===== src/rtl/fetch_pkg.sv =====
// Shared constants and the buffer entry type for the instruction prefetch unit.
package fetch_pkg;
  localparam int INST_W   = 32;
  localparam int XLEN_DEF = 32;
  localparam logic [XLEN_DEF-1:0] RESET_PC_DEF = '0;

  // pc is stored at the default width; narrower XLEN values zero-extend into it.
  typedef struct packed {
    logic [XLEN_DEF-1:0] pc;
    logic [INST_W-1:0]   inst;
  } fetch_entry_t;
endpackage


===== src/rtl/fetch_fifo.sv =====
// DEPTH-entry FIFO of fetched instructions with flush.
// Simultaneous push and pop are legal at any occupancy, including full.
module fetch_fifo
  import fetch_pkg::*;
#(
  parameter int DEPTH = 4,
  parameter int CW    = $clog2(DEPTH) + 1
) (
  input  logic         clk,
  input  logic         reset,
  input  logic         flush,
  input  logic         push,
  input  logic         pop,
  input  fetch_entry_t wdata,
  output fetch_entry_t rdata,
  output logic         full,
  output logic         empty,
  output logic [CW-1:0] count
);
  localparam int AW = $clog2(DEPTH);

  fetch_entry_t mem [DEPTH];
  logic [AW-1:0] wptr, rptr;
  logic do_push, do_pop;

  assign empty   = (count == '0);
  assign full    = (count == CW'(DEPTH));
  assign do_pop  = pop && !empty && !flush;
  assign do_push = push && !flush && (!full || do_pop);
  assign rdata   = mem[rptr];

  // Storage array; contents need no reset since count gates visibility.
  always_ff @(posedge clk) begin
    if (do_push) mem[wptr] <= wdata;
  end

  // Pointer and occupancy tracking; flush empties the buffer in one cycle.
  always_ff @(posedge clk) begin
    if (!reset || flush) begin
      wptr  <= '0;
      rptr  <= '0;
      count <= '0;
    end else begin
      if (do_push) wptr <= wptr + AW'(1);
      if (do_pop)  rptr <= rptr + AW'(1);
      if (do_push && !do_pop)      count <= count + CW'(1);
      else if (!do_push && do_pop) count <= count - CW'(1);
    end
  end
endmodule


===== src/rtl/prefetch_unit.sv =====
// Instruction prefetcher: credit-limited sequential fetch into a small buffer,
// with redirect handling that drops responses already in flight.
module prefetch_unit
  import fetch_pkg::*;
#(
  parameter int XLEN  = XLEN_DEF,
  parameter int DEPTH = 4,
  parameter logic [XLEN-1:0] RESET_PC = XLEN'(RESET_PC_DEF)
) (
  input  logic              clk,
  input  logic              reset,
  output logic              imem_req_valid,
  input  logic              imem_req_ready,
  output logic [XLEN-1:0]   imem_req_addr,
  input  logic              imem_rsp_valid,
  input  logic [INST_W-1:0] imem_rsp_data,
  input  logic              redirect_valid,
  input  logic [XLEN-1:0]   redirect_pc,
  output logic              inst_valid,
  input  logic              inst_ready,
  output logic [INST_W-1:0] inst_data,
  output logic [XLEN-1:0]   inst_pc
);
  localparam int CW = $clog2(DEPTH) + 1;

  logic [XLEN-1:0] fetch_pc, rsp_pc;
  logic [CW-1:0]   outstanding, out_nxt, discard_cnt, occ;
  logic [CW:0]     inflight;
  logic            fire, rsp_live, keep, push, pop, full, empty;
  fetch_entry_t    wentry, rentry;

  // Buffered plus in-flight words never exceed the buffer size, so a
  // response always has a slot to land in.
  assign inflight       = {1'b0, occ} + {1'b0, outstanding};
  assign imem_req_valid = reset && (inflight < (CW+1)'(DEPTH));
  assign imem_req_addr  = fetch_pc;
  assign fire           = imem_req_valid && imem_req_ready;

  // A response with nothing outstanding belongs to a request abandoned by reset.
  assign rsp_live = imem_rsp_valid && (outstanding != '0);
  assign keep     = rsp_live && (discard_cnt == '0) && !redirect_valid;
  assign push     = keep && (!full || pop);
  assign pop      = inst_valid && inst_ready && !redirect_valid;

  assign wentry.pc   = XLEN_DEF'(rsp_pc);
  assign wentry.inst = imem_rsp_data;

  assign inst_valid = reset && !empty;
  assign inst_data  = rentry.inst;
  assign inst_pc    = XLEN'(rentry.pc);

  fetch_fifo #(.DEPTH(DEPTH), .CW(CW)) u_fifo (
    .clk   (clk),
    .reset (reset),
    .flush (redirect_valid),
    .push  (push),
    .pop   (pop),
    .wdata (wentry),
    .rdata (rentry),
    .full  (full),
    .empty (empty),
    .count (occ)
  );

  // Outstanding request count after this cycle's fire and response.
  always_comb begin
    out_nxt = outstanding;
    if (fire && !rsp_live)      out_nxt = outstanding + CW'(1);
    else if (!fire && rsp_live) out_nxt = outstanding - CW'(1);
  end

  // PC, credit and discard state; a redirect marks every in-flight word stale.
  always_ff @(posedge clk) begin
    if (!reset) begin
      fetch_pc    <= RESET_PC;
      rsp_pc      <= RESET_PC;
      outstanding <= '0;
      discard_cnt <= '0;
    end else begin
      outstanding <= out_nxt;
      if (redirect_valid) begin
        fetch_pc    <= redirect_pc;
        rsp_pc      <= redirect_pc;
        discard_cnt <= out_nxt;
      end else begin
        if (fire) fetch_pc <= fetch_pc + XLEN'(4);
        if (rsp_live) begin
          if (discard_cnt != '0) discard_cnt <= discard_cnt - CW'(1);
          else                   rsp_pc      <= rsp_pc + XLEN'(4);
        end
      end
    end
  end
endmodule


===== config.mk =====
export PLATFORM = sky130hd
export DESIGN_NAME = prefetch_unit
export DESIGN_NICKNAME = d
export VERILOG_FILES = /design/src/rtl/fetch_pkg.sv /design/src/rtl/fetch_fifo.sv /design/src/rtl/prefetch_unit.sv
export SDC_FILE = /design/constraint.sdc
export NUM_CORES = 1
export LEC_CHECK = 0
export BUFFER_PORTS_ARGS = -buffer_cell sky130_fd_sc_hd__buf_2
export CAP_MARGIN = 20
export CORE_ASPECT_RATIO = 1.75
export CORE_UTILIZATION = 43
export CTS_BUF_LIST = sky130_fd_sc_hd__clkbuf_16
export DETAILED_ROUTE_END_ITERATION = 10
export PLACE_DENSITY = 0.58
export SYNTH_ARGS = -nofsm -noshare
export SYNTH_HDL_FRONTEND = slang
export SYNTH_SLANG_ARGS = --single-unit

===== constraint.sdc =====
create_clock -name clk -period 5.4 [get_ports clk]
set_clock_uncertainty 0.2 [all_clocks]
set_input_delay 0.54 -clock clk [delete_from_list [all_inputs] [get_ports clk]]
set_output_delay 0.54 -clock clk [all_outputs]
set_load 0.005 [all_outputs]

# Word-level counts from Yosys, hierarchy flattened
# Memory sizes are Yosys's and may differ from the RTL's. A register that Yosys moved wholly into a read port is not among the register bits.
# Index checks and enable logic that the tools add are counted.
[word_totals]
register_bits = 77
latch_bits = 0
ram_bits = 256
romBits = 0
n_memories = 1
[op_classes]
addsub = 10
n_mul = 0
n_div = 0
magnitude_cmp = 1
eq_ne = 2
shift = 0
n_mux = 16
bitwise_logic = 0
reduce_logical = 38
[memory_table]
columns = ["memory", "words", "word_bits", "rd", "rd_clocked_by_memory_dff", "write_ports", "line", "rtl"]
rows = [
  ["u_fifo.mem", 4, 64, 1, 1, 1, "fetch_fifo.sv:22", "fetch_entry_t mem [DEPTH];"],
]
[ops]
columns = ["op", "n"]
rows = [
  ["32-bit two-way mux", 5],
  ["32-bit by 3-bit adder with 32-bit output (second input constant)", 2],
  ["3-bit two-way mux", 7],
  ["1-bit logical AND", 17],
  ["3-bit by 1-bit subtractor with 3-bit output (second input constant)", 3],
  ["1-bit logical NOT", 8],
  ["2-bit nonzero test", 4],
  ["3-bit by 1-bit adder with 3-bit output (second input constant)", 2],
  ["3-bit logical NOT", 2],
  ["3-bit nonzero test", 2],
  ["2-bit by 1-bit adder with 2-bit output (second input constant)", 2],
  ["3-bit by 3-bit adder with 4-bit output", 1],
  ["4-bit by 3-bit < comparator with 1-bit output (second input constant)", 1],
  ["2-bit two-way mux", 2],
  ["2-bit AND reduction", 2],
  ["3-bit equality test (second input constant)", 1],
  ["1-bit logical OR", 3],
  ["1-bit two-way mux", 2],
  ["2-bit inequality test (second input constant)", 1],
]

# Longest topological paths before layout
[logic_depth]
word_depth = 13
depth_mapped = 12
ltp_nobuf = 11

# Modules after synthesis
# From an unflattened synthesis, not the netlist that was laid out.
[hier_totals]
hier_cells = 818
hier_area_um2 = 13422.9
[by_module_without_submodules]
columns = ["mod", "instances", "cells_per_inst", "area_each_um2", "seq_area_each_um2"]
rows = [
  ["fetch_fifo", 1, 385, 9805.7, 7867.5],
  ["prefetch_unit", 1, 433, 3617.2, 1401.3],
]

# Worst setup path before layout
# OpenSTA, ideal clock, no wires.
[synth_path]
kind = "register to register"
startpoint = "register outstanding[0]"
endpoint = "memory u_fifo.mem[0][0] (netlist bit) (enable)"
setup_time_ns = 0.429
arrival_time_ns = 3.489
t_required_ns = 4.771
setup_slack_ns = 1.282
stages_incl_launch_ff = 8
cell_sequence = "dfxtp_1 -> inv_1 -> ha_1 -> ha_1 -> nand4bb_1 -> clkbuf_1 -> a211oi_1 -> and2_1"
[synth_between]
elab_chain_cells = 9
[synth_rtl]
columns = ["element", "line", "rtl"]
rows = [
  ["from (decl)", "prefetch_unit.sv:27", "logic [CW-1:0] outstanding, out_nxt, discard_cnt, occ;"],
  ["from (signal assigned)", "prefetch_unit.sv:80", "outstanding <= out_nxt;"],
  ["3-bit nonzero test", "prefetch_unit.sv:40", "assign rsp_live = imem_rsp_valid && (outstanding != '0);"],
  ["1-bit logical AND", "prefetch_unit.sv:40", ""],
  ["1-bit logical AND (2 in a row)", "prefetch_unit.sv:41", "assign keep = rsp_live && (discard_cnt == '0) && !redirect_valid;"],
  ["1-bit logical AND", "prefetch_unit.sv:42", "assign push = keep && (!full || pop);"],
  ["1-bit logical AND (2 in a row)", "fetch_fifo.sv:29", "assign do_push = push && !flush && (!full || do_pop);"],
  ["named net u_fifo.do_push", "fetch_fifo.sv:24", "logic do_push, do_pop;"],
  ["1-bit two-way mux", "fetch_fifo.sv:34", "if (do_push) mem[wptr] <= wdata;"],
  ["1-bit two-way mux (not written as such)", "fetch_fifo.sv:34", ""],
  ["to (decl)", "fetch_fifo.sv:22", ""],
]
# The timed path passes the listed nets, and every way through them passes these cells.

# Worst setup path after layout
[layout_path]
startpoint = "register outstanding[0]"
endpoint = "memory u_fifo.mem[0][44] (netlist bit) (enable)"
# Same word-level chain as after synthesis.

==> metrics.cfg <==
[place]
dpl.hpwl_um = 20600
dpl-instance-area_mm2 = 0.0150
port_buffers = 167
dp_cells = 1413
place_congestion = 0.821

[synth]
synth_nets = 968
yosysTopAreaCell = edfxtp_1
synth_xor_area_share_pct = 1.28
yosys-top-cells-count = edfxtp_1 (256), dfxtp_1 (79), mux4_2 (64)
syn_area_mm2 = 0.0137
syn_inst = 883
ys_ff_latch = 335
yosys-top-cells-area = edfxtp_1 (56%), dfxtp_1 (12%), mux4_2 (11%), o21ai_0 (1.4%), ha_1 (1.3%)
post-synth-top-count-cell = edfxtp_1
synthFlopType = edfxtp_1
synthMuxAreaShare_pct = 10.9
synth.yosys.seq_area_share_pct = 67.7
synthAdderAreaFrac_pct = 1.42
synth_top_family_by_area = multiplexers
synth_compound_area_share_pct = 6.86
async_flop_share_pct = 0
yosys_warnings = 0
synth_top_cell_area_share_pct = 56.1
ys_types = 53
yosys.area_share.simple_pct = 10.0
synth_edf_count = 256
synth.avg_cell_area_um2 = 15.5

[critical_path]
crit_fanout = 40
crit_path_end_kind = register
slowest_delay_ns = 0.76
critPathBufInv = 3
path_common_cell = ha_1
worstPathRequired_ns = 5.44
crit_type = reg -> reg
crit_arrival_ns = 3.76
cp_slowest_cell = a211oi_1
crit_path_start_kind = register
critPathTopFamily = simple AND/OR/NAND/NOR gates
worst-path-stages = 8
r2r_cells = 8
cp_cell_sequence = inv_1 -> ha_1 -> ha_1 -> nand4bb_1 -> buf_4 -> a211oi_1 -> and2_2 -> buf_12

[grt]
antenna_found_initial = 0
grt_max_degree = 65
grt_pass1_wl_um = 47600
grt_pass1_vias = 8657
gr-usage-all-layers_pct = 19.2
overflow = 0

[die]
die_area_mm2 = 0.0326
ios = 168
die_h_um = 238
rows = 86
core_area_mm2 = 0.0314
start_util_pct = 43.6
die_x_um = 137

[sta]
slew_violations = 0
hold_violations = 0
rsz0062_at_grt = false
setup_tns_ns = 0
worst_pin_slew_ns = 1.03
fin_crit_sh_pct = 69.0
max_freq_mhz = 268
timing.final.crit_period_ns = 3.73
relSlewSlack_pct = 30.8
setup_viol = 0

[power]
power_frac_seq_pct = 52.8
peakVddDrop_mv = 0.232
p_switching_uw = 1300
clkPwrFrac_pct = 37.8
p_int_uw = 4340
combPwrFrac_pct = 9.4
power.density_mw_per_mm2 = 347
p_leak_uw = 0.00549
sw_frac_of_total_pct = 23.0

[run]
cap_violations = 0

[worst_hold_path]
hp-class = in -> reg
holdPathStages = 1

[cts]
cts_tree = yes
clk_latency_ns = 0.56
cts_buffers = 30
cts_sinks = 335
cts_max_level = 1
root_buffer = clkbuf_16
clk_path_buf_depth = 3
post-cts-setup-buffers = 0
clkSlewWorstSetupHoldPaths_ns = 0.07
cts_resized = 0

[finish]
drive_above_1_share_pct = 28.1
area_delta_synth_final_pct = 18.5
nets = 1158
antenna_cells = 0
fin_area_mm2 = 0.0162
instances_no_fill = 1493

[drt]
detail_route.wl_per_cell_um = 20.6
via_per_inst = 5.69
dr_total_vias = 8500
finalWirelength_um = 30700
route.detailed.drc = 1
antenna_left = 0
first_iter_violations = 564
first_pass_iters = 8

[outcome]
violations = DRC
outcome = finished with violations

-- power by group through the flow --
stage / combinational, µW / sequential [µW] / clock (µW)
after global placement: 519 / 3030 / 0
after floorplan: 328 / 3000 / 0
final: 533 / 2970 / 2130
after CTS: 544 / 2970 / 2180
after detailed placement: 528 / 3030 / 0
after global routing: 595 / 2990 / 2270
-- routing by layer --
| metal | routed length [µm] | global-route usage (%) | vias up |
|---|---|---|---|
| li1 | - | - | 3934 |
| met1 | 12100 | 23.1 | 4251 |
| met2 | 16400 | 34.6 | 251 |
| met3 | 1300 | 2.19 | 64 |
| met4 | 1010 | 7.56 | 0 |
| met5 | 0 | 0 | - |
-- per-stage QoR --
step	utilization [%]	setup WS (ns)	hold WS, ns	total power, µW
after floorplan	-	1.28	0.260	3330
after global placement	47.7	1.61	0.261	3550
after detailed placement	47.7	1.55	0.268	3560
after CTS	51.6	1.61	0.000128	5690
after global routing	51.6	1.43	0.00724	5850
final	51.6	1.67	0.0142	5640
-- worst reg2reg max path, stage by stage, from the launching register on --
cell and delay (ns):
dfxtp_1 0.41, inv_1 0.07, ha_1 0.20, ha_1 0.21, nand4bb_1 0.19, buf_4 0.20, a211oi_1 0.76, and2_2 0.77
buf_12 0.33
-- logic make-up after synthesis --
logic type                 Yosys count
DFF                                335
and+or+nand+nor                    239
AOI/OAI and AO/OA                  142
muxes                               69
buffers and inverters               63
xor gates and xnor gates            20
adders and majority gates           15
-- registers in the layout, indices dropped and copies added, names as in the netlist, named ones only --
signal / count
outstanding: 3
u_fifo.wptr: 2
u_fifo.count: 3
rsp_pc: 32
discard_cnt: 3
u_fifo.rptr: 2
imem_req_addr: 32
u_fifo.mem: 256
-- worst paths after layout --
check,startpoint,endpoint,slack [ns]
worst max register to register,outstanding[0],u_fifo.mem[0][44],1.67
worst min-delay path,imem_rsp_data[7],u_fifo.mem[1][7],0.01
worst max-delay path,outstanding[0],u_fifo.mem[0][44],1.67
worst min register to register,imem_req_addr[0],imem_req_addr[0],0.27
-- repair_timing --
| action | in CTS | in global routing |
|---|---|---|
| hold buffers | 24 | 0 |
| setup endpoints to repair | 0 | 0 |
| endpoints found under the hold margin | 92 | 0 |
-- cells in the final DEF, fill, tap and decap left out, types with 6 or more instances in the layout --
master	n
edfxtp_1	256
buf_2	167
dfxtp_1	77
mux4_2	64
nand2_1	43
o21ai_0	38
clkbuf_16	32
nor2_1	30
nand4_1	26
dlygate4sd3_1	24
nor3_1	20
a211oi_1	20
inv_1	20
a21oi_1	19
nand3_1	17
and4_1	16
a31oi_1	16
and3_1	15
ha_1	14
a311oi_1	13
nor2b_1	12
xnor2_1	12
nor4_1	11
or3_1	11
buf_4	9
or4_1	8
xor2_1	8
a21boi_0	8
o31ai_1	7
clkinv_2	7
clkinv_1	6
-- layout make-up --
type / count / area [µm²]
multi-input cells: 485 / 4180
flip-flops and latches: 335 / 9270
inverters: 17 / 63.8
fillers: 2653 / 15200
repair buffers: 204 / 1220
clock buffers: 32 / 801
clock inverters: 24 / 186
well taps: 396 / 495
(Power assumes the default switching activity.)
